**config.mk**
```make
export PLATFORM = sky130hd
export DESIGN_NAME = array_feeder
export DESIGN_NICKNAME = d
export VERILOG_FILES = /design/src/rtl/array_feeder.sv
export SDC_FILE = /design/constraint.sdc
export NUM_CORES = 1
export LEC_CHECK = 0
export CAP_MARGIN = 20
export CELL_PAD_IN_SITES_DETAIL_PLACEMENT = 2
export CELL_PAD_IN_SITES_GLOBAL_PLACEMENT = 2
export CORE_UTILIZATION = 26
export CTS_BUF_LIST = sky130_fd_sc_hd__clkbuf_4 sky130_fd_sc_hd__clkbuf_8
export DETAILED_ROUTE_END_ITERATION = 16
export HOLD_SLACK_MARGIN = 0.1
export PLACE_DENSITY_LB_ADDON = 0.1
export SLEW_MARGIN = 20
export SYNTH_ARGS = -nofsm -noshare
export SYNTH_HDL_FRONTEND = slang
export SYNTH_SLANG_ARGS = --single-unit
```
**constraint.sdc**
```tcl
create_clock -name clk -period 2.95 [get_ports clk]
set_clock_uncertainty 0.1 [all_clocks]
set_input_delay 0.295 -clock clk [delete_from_list [all_inputs] [get_ports clk]]
set_output_delay 0.295 -clock clk [all_outputs]
set_load 0.02 [all_outputs]
```
**src/rtl/array_feeder.sv**
```systemverilog
// array_feeder: accepts a 2x2 weight set and a stream of 2-row activation
// beats, and feeds them to a 2x2 systolic array. Weights are loaded with a
// one-cycle strobe. Activations are skewed so that row 1 lags row 0 by one
// cycle. After the last beat the block waits a fixed number of drain cycles,
// then pulses done.
module array_feeder #(
    parameter int DATA_WIDTH   = 8,
    parameter int DRAIN_CYCLES = 4
) (
    input  logic                  clk,
    input  logic                  reset,
    input  logic                  cfg_valid,
    output logic                  cfg_ready,
    input  logic [DATA_WIDTH-1:0] cfg_w00,
    input  logic [DATA_WIDTH-1:0] cfg_w01,
    input  logic [DATA_WIDTH-1:0] cfg_w10,
    input  logic [DATA_WIDTH-1:0] cfg_w11,
    input  logic                  in_valid,
    output logic                  in_ready,
    input  logic [DATA_WIDTH-1:0] in_x0,
    input  logic [DATA_WIDTH-1:0] in_x1,
    input  logic                  in_last,
    output logic                  load_weights,
    output logic [DATA_WIDTH-1:0] w00,
    output logic [DATA_WIDTH-1:0] w01,
    output logic [DATA_WIDTH-1:0] w10,
    output logic [DATA_WIDTH-1:0] w11,
    output logic [DATA_WIDTH-1:0] x0,
    output logic [DATA_WIDTH-1:0] x1,
    output logic                  start,
    output logic                  done,
    output logic [7:0]            vec_count
);

    localparam int CW = (DRAIN_CYCLES > 1) ? $clog2(DRAIN_CYCLES) : 1;
    localparam logic [CW-1:0] DRAIN_LAST = CW'(DRAIN_CYCLES - 1);

    typedef enum logic [1:0] {IDLE, LOAD, STREAM, DRAIN} state_t;

    state_t                state_reg;
    logic [CW-1:0]         drain_cnt_reg;
    logic                  load_weights_reg;
    logic                  done_reg;
    logic                  start_reg;
    logic [DATA_WIDTH-1:0] x0_reg;
    logic [DATA_WIDTH-1:0] x1_reg;
    logic [DATA_WIDTH-1:0] x1_pend_reg;
    logic                  x1_pend_valid_reg;
    logic [7:0]            vec_count_reg;

    // Weight lanes are handled uniformly as a small array
    logic [DATA_WIDTH-1:0] cfg_w_arr [4];
    logic [DATA_WIDTH-1:0] w_reg     [4];

    logic cfg_xfer;
    logic in_xfer;
    logic drain_exit;
    logic next_is_drain;

    // Handshake readiness depends on state only
    assign cfg_ready = (state_reg == IDLE);
    assign in_ready  = (state_reg == STREAM);

    assign cfg_xfer      = cfg_valid && (state_reg == IDLE);
    assign in_xfer       = in_valid && (state_reg == STREAM);
    assign drain_exit    = (state_reg == DRAIN) && (drain_cnt_reg == DRAIN_LAST);
    assign next_is_drain = (in_xfer && in_last) || ((state_reg == DRAIN) && !drain_exit);

    assign cfg_w_arr[0] = cfg_w00;
    assign cfg_w_arr[1] = cfg_w01;
    assign cfg_w_arr[2] = cfg_w10;
    assign cfg_w_arr[3] = cfg_w11;

    generate
        for (genvar gi = 0; gi < 4; gi++) begin : g_weight
            // Each weight register captures only on an accepted weight set
            always_ff @(posedge clk or posedge reset) begin
                if (reset) begin
                    w_reg[gi] <= '0;
                end else if (cfg_xfer) begin
                    w_reg[gi] <= cfg_w_arr[gi];
                end
            end
        end
    endgenerate

    // Job sequencing: state, drain counter and the load/done strobes
    always_ff @(posedge clk or posedge reset) begin
        if (reset) begin
            state_reg        <= IDLE;
            drain_cnt_reg    <= '0;
            load_weights_reg <= 1'b0;
            done_reg         <= 1'b0;
        end else begin
            load_weights_reg <= cfg_xfer;
            done_reg         <= drain_exit;
            case (state_reg)
                IDLE: begin
                    if (cfg_xfer) begin
                        state_reg <= LOAD;
                    end
                end
                LOAD: begin
                    state_reg <= STREAM;
                end
                STREAM: begin
                    if (in_xfer && in_last) begin
                        state_reg     <= DRAIN;
                        drain_cnt_reg <= '0;
                    end
                end
                DRAIN: begin
                    if (drain_exit) begin
                        state_reg <= IDLE;
                    end else begin
                        drain_cnt_reg <= drain_cnt_reg + CW'(1);
                    end
                end
                default: state_reg <= IDLE;
            endcase
        end
    end

    // Activation skew: row 0 goes out immediately, row 1 waits one cycle.
    // Empty slots carry zero so bubbles reach the array as zeros.
    always_ff @(posedge clk or posedge reset) begin
        if (reset) begin
            x0_reg            <= '0;
            x1_reg            <= '0;
            x1_pend_reg       <= '0;
            x1_pend_valid_reg <= 1'b0;
            start_reg         <= 1'b0;
        end else begin
            x0_reg            <= in_xfer ? in_x0 : '0;
            x1_pend_reg       <= in_xfer ? in_x1 : '0;
            x1_pend_valid_reg <= in_xfer;
            x1_reg            <= x1_pend_reg;
            start_reg         <= in_xfer || x1_pend_valid_reg || next_is_drain;
        end
    end

    // Beat counter: cleared by a new weight set, saturates at 255
    always_ff @(posedge clk or posedge reset) begin
        if (reset) begin
            vec_count_reg <= '0;
        end else if (cfg_xfer) begin
            vec_count_reg <= '0;
        end else if (in_xfer && (vec_count_reg != 8'hFF)) begin
            vec_count_reg <= vec_count_reg + 8'd1;
        end
    end

    assign load_weights = load_weights_reg;
    assign done         = done_reg;
    assign start        = start_reg;
    assign x0           = x0_reg;
    assign x1           = x1_reg;
    assign vec_count    = vec_count_reg;
    assign w00          = w_reg[0];
    assign w01          = w_reg[1];
    assign w10          = w_reg[2];
    assign w11          = w_reg[3];

endmodule

```
## Word-level counts from Yosys, hierarchy flattened

Cells that the tools add are included.

| cells by class | value |
|---|---|
| $add $sub $neg | 2 |
| reductions and logical operators | 15 |
| muxes and demuxes | 11 |
| equality and inequality tests | 9 |

Operators with widths:

| operator | number |
|---|---|
| two-way mux 8 bit | 4 |
| two-way mux 2 bit | 5 |
| adder 8 x 1 -> 8 bit, second input constant | 1 |
| != test 8 bit, second input constant | 1 |
| case mux 2 bit (4 select lines) | 1 |
| equality test 2 bit, second input constant | 3 |
| logical AND 1 bit | 6 |
| AND reduction 3 bit | 2 |
| != test 2 x 1 -> 1 bit, second input constant | 2 |
| != test 2 bit, second input constant | 2 |
| case mux 2 bit (2 select lines) | 1 |
| nonzero test 2 bit | 2 |
| logical OR 1 bit | 3 |
| adder 2 x 1 -> 2 bit, second input constant | 1 |
| equality test 2 x 1 -> 1 bit, second input constant | 1 |
| zero test 2 bit | 1 |
| zero test 1 bit | 1 |

| word-level totals | value |
|---|---|
| word-level logic and storage cells | 51 |
| register bits | 72 |
| input port bits | 53 |
| output and inout bits | 61 |

## Longest topological paths before layout

Gate-level depths: netlist of run 1.

| logic depth | value |
|---|---|
| depth in word-level cells | 6 |
| mapped depth | 7 |
| mapped depth without buffers | 6 |

## Least setup slack after synthesis of run 1

Ideal clock, no wire load.

| path | value |
|---|---|
| kind | reg-to-reg |
| from | register state_reg[0] |
| to | register vec_count_reg[5], in the netlist vec_count[5] |
| period minus slack after synthesis | 1.816 ns |
| library setup time | 0.078 ns |
| cell stages (with the launch flop) | 8 |
| buffers on the path | 1 |
| setup slack | 1.134 ns |
| arrival time | 1.638 ns |
| required time | 2.772 ns |
| path through | dfrtp_1 -> inv_1 -> ha_1 -> and2_1 -> buf_6 -> nand2_4 -> or4_1 -> a21oi_1 |

| between the ends | value |
|---|---|
| word-level cells in the longest chain between the ends | 4 |
| elaborated cells on any way between the ends | 7 |
| classes of those cells | eq/ne: 1; mux: 1; reduce/logical: 5 |

RTL lines:

| what | RTL line | text |
|---|---|---|
| start, declared | 40 | `state_t state_reg;` |
| start signal, assigned | 90 | `state_reg <= IDLE;` |
| start signal, assigned | 100 | `state_reg <= LOAD;` |
| start signal, assigned | 104 | `state_reg <= STREAM;` |
| equality test 2 bit | - |  |
| via in_ready | 19 | `output logic in_ready,` |
| logical AND 1 bit | 65 | `assign in_xfer = in_valid && (state_reg == STREAM);` |
| via in_xfer | 56 | `logic in_xfer;` |
| logical AND 1 bit | 148 | `end else if (in_xfer && (vec_count_reg != 8'hFF)) begin` |
| nonzero test 2 bit (no line) | - |  |
| end signal, assigned | 149 | `vec_count_reg <= vec_count_reg + 8'd1;` |
| end, declared | 49 | `logic [7:0] vec_count_reg;` |

The timed path passes the listed nets, and every way through them passes these cells.
A chain may end at the register's enable or synchronous reset.

## Final worst setup path of run 1

| path | value |
|---|---|
| from | register state_reg[0] |
| to | output in_ready |

| between the ends | value |
|---|---|
| word-level cells in the longest chain between the ends | 1 |

RTL lines:

| what | RTL line | text |
|---|---|---|
| equality test 2 bit | 62 | `assign in_ready = (state_reg == STREAM);` |
| end, declared | 19 |  |

Every way passes these cells.

==> run summary, run 1 <==
Synth cell types: 33
total power: 3.88 mW
crit-path max FO: 23
Max Root-Sink Buffers: 2
syn avg cell area: 10.4 µm²
port buffer count: 113
MaxCap Viol Count: 0
Critical Setup Path Class: flip-flop to primary output
Synth async-reset ratio: 1.00
I/O pin cnt: 114
Net Sw Frac: 0.386
core area: 10,300 µm²
Final Setup Violations: 0
Antenna diodes: 0
normalized max-slew margin: 0.505
Vias per Instance: 4.51
Worst Path Required: 2560 ps
CTS tree: done
Clk Latency, worst-skew pair: 340 ps
slowest CP cell: clkdlybuf4s50_1
fin crit share: 0.901
critical path startpoint: state_reg[0]
Clk pwr share: 0.183
largest net degree at the start of global routing: 35
Die Y-Extent: 105 µm
H-tree depth: 3
layout cells sized above 1: 0.0696
global-route wire length before repair: 14.1 mm
DR vias: 2,363
delay-heaviest family, CP: buffers and inverters
final WL: 8.28 mm
Initial Util: 0.268
min Tclk post-route: 2660 ps
register area: 1800 µm²
FF-to-FF Start: state_reg[0]
CTS Root Cell: clkbuf_8
Logic pwr share: 0.436
post-route cell area: 4240 µm²
# fillers: 1,149
Mapped Nets: 325
status: complete, no violations
Sequential Power Share: 0.381
drt pass-1 iters: 4
Post-DP Area: 4060 µm²
Main synth FF type: dfrtp_1
number of CTS-inserted buffers: 9
Final Max Slew Viols: 0
#FFs+latches synth: 72
most frequent cells after synthesis: nand2_1, dfrtp_1, and3_1
antenna-violating nets left: 0
Placed Instances: 508
Cell Int Power: 2.38 mW
Placer Congestion: 0.762
postcts setup bufs: 0
# hold bufs at CTS: 0
Area contributors post-synth: dfrtp_1, nand2_1, and3_1, ha_1, clkbuf_1
area taken by multi-input logic gates: 872 µm²
Reg clk slew, reported paths: 90 ps
area growth from synthesis to layout: 54.1%
die area: 11,000 µm²
Core Util, Final: 0.413
initial antenna violation count: 0
Die Wd: 105 µm
cell with the most instances after synthesis: nand2_1
DRT iter0 DRCs: 40
total grt overflow: 0
post-synthesis sequential area ratio: 0.654
drt drc: 0
Fin. Hold Viols: 0
site row count: 37
Synth warnings: 0
critical path capture point type: primary output
clk sink count: 72
post-CTS sizing: 0
cells after synthesis: 266
Peak VDD IR: 0.000353 V
Post-Syn Area: 2750 µm²
P_sw: 1.50 mW
vias in the first global route: 2,638
startpoint types: flip-flop
TNS Setup: 0 ps
routed len/inst: 15.8 µm
LEAKAGE: 2.02 nW
Finished Layout Cells: 524
min-delay worst type: input port to asynchronous set/reset pin
Yosys top cell area share: 0.654
critical-path cell list: inv_1, ha_1, clkdlybuf4s50_1
Nets: 442
EDFF count, synth: 0
total track usage: 0.166
PD cells: 913 nW/µm²
Slew @ Worst Pin: 743 ps
Worst Path Arrival: 2260 ps
Buf/Inv on CP: 2
Yosys top cell by area: dfrtp_1
RSZ-0062 raised after global routing: no
CP peak stage delay: 740 ps
Max Clk Rate: 376 MHz
Final HPWL DP: 6.09 mm
==> cell families after synthesis <==
logic type | count (synthesis) | synth area share
simple gates | 146 | 0.232
xor+xnor | 2 | 0.00636
flops | 72 | 0.654
fa+ha+maj | 6 | 0.0273
compound gates | 20 | 0.0468
mux | 1 | 0.00409
buf+inv | 19 | 0.0291
==> layer usage <==
layer | wire [µm] | GRT usage | up-vias
met5 | 0 | 0 | -
met4 | 94 | 0.0543 | 0
met3 | 363 | 0.0381 | 9
met2 | 4180 | 0.280 | 67
met1 | 3650 | 0.210 | 1194
li1 | - | - | 1093
==> per-stage QoR <==
step | worst slack [ps] | hold slack [ps]
finish | 293 | 257
global route | 95.2 | 271
CTS | 278 | 260
detailed placement | 586 | 239
global placement | 710 | 231
floorplan | 730 | 231
==> layout make-up <==
cell class / count / area share
clock buffer: 9 / 0.0292
clock inverter: 7 / 0.0133
inverter: 7 / 0.00619
multi-input combinational: 175 / 0.205
sequential: 72 / 0.425
tap: 136 / 0.0401
timing repair buffer: 118 / 0.281
==> placed cells by master, fill, tap and decap left out, types with 2 or more instances in the layout <==
| cell | instances |
|---|---|
| clkinvlp_4 | 4 |
| clkinv_4 | 2 |
| buf_12 | 2 |
| dfrtp_1 | 72 |
| and2_1 | 2 |
| ha_1 | 6 |
| inv_1 | 6 |
| nand4_1 | 2 |
| nor3_1 | 5 |
| a21oi_1 | 6 |
| and3_1 | 16 |
| clkdlybuf4s50_1 | 113 |
| buf_4 | 3 |
| o21ai_0 | 5 |
| clkbuf_8 | 9 |
| nand3_1 | 4 |
| nor2_1 | 9 |
| nand2_1 | 102 |
==> power by group through the flow <==
| stage | Sequential (mW) | Clock (mW) | Combinational, mW |
|---|---|---|---|
| floorplan | 1.80 | 0 | 0.562 |
| global placement | 1.48 | 0 | 1.67 |
| detailed placement | 1.50 | 0 | 1.72 |
| CTS | 1.48 | 0.744 | 1.73 |
| global route | 1.52 | 0.791 | 1.85 |
| finish | 1.48 | 0.711 | 1.69 |
==> final timing paths <==
path,to,slack [ps],depth (start not counted)
setup / recovery,in_ready,290,3
hold / removal,x1[6],260,2
setup reg to reg,vec_count[5],570,6
hold reg to reg,x1[0],260,0
max in group asynchronous,w10[5],1780,3
min in group clk,x1[0],260,0
Note: power is estimated with default switching activity, not from simulation.
==> run 2, diff against run 1 <==
Settings changed: SKIP_LAST_GASP from default to 1.
==> results of run 2 <==
Final layout, timing and power as in run 1 (identical DEF).
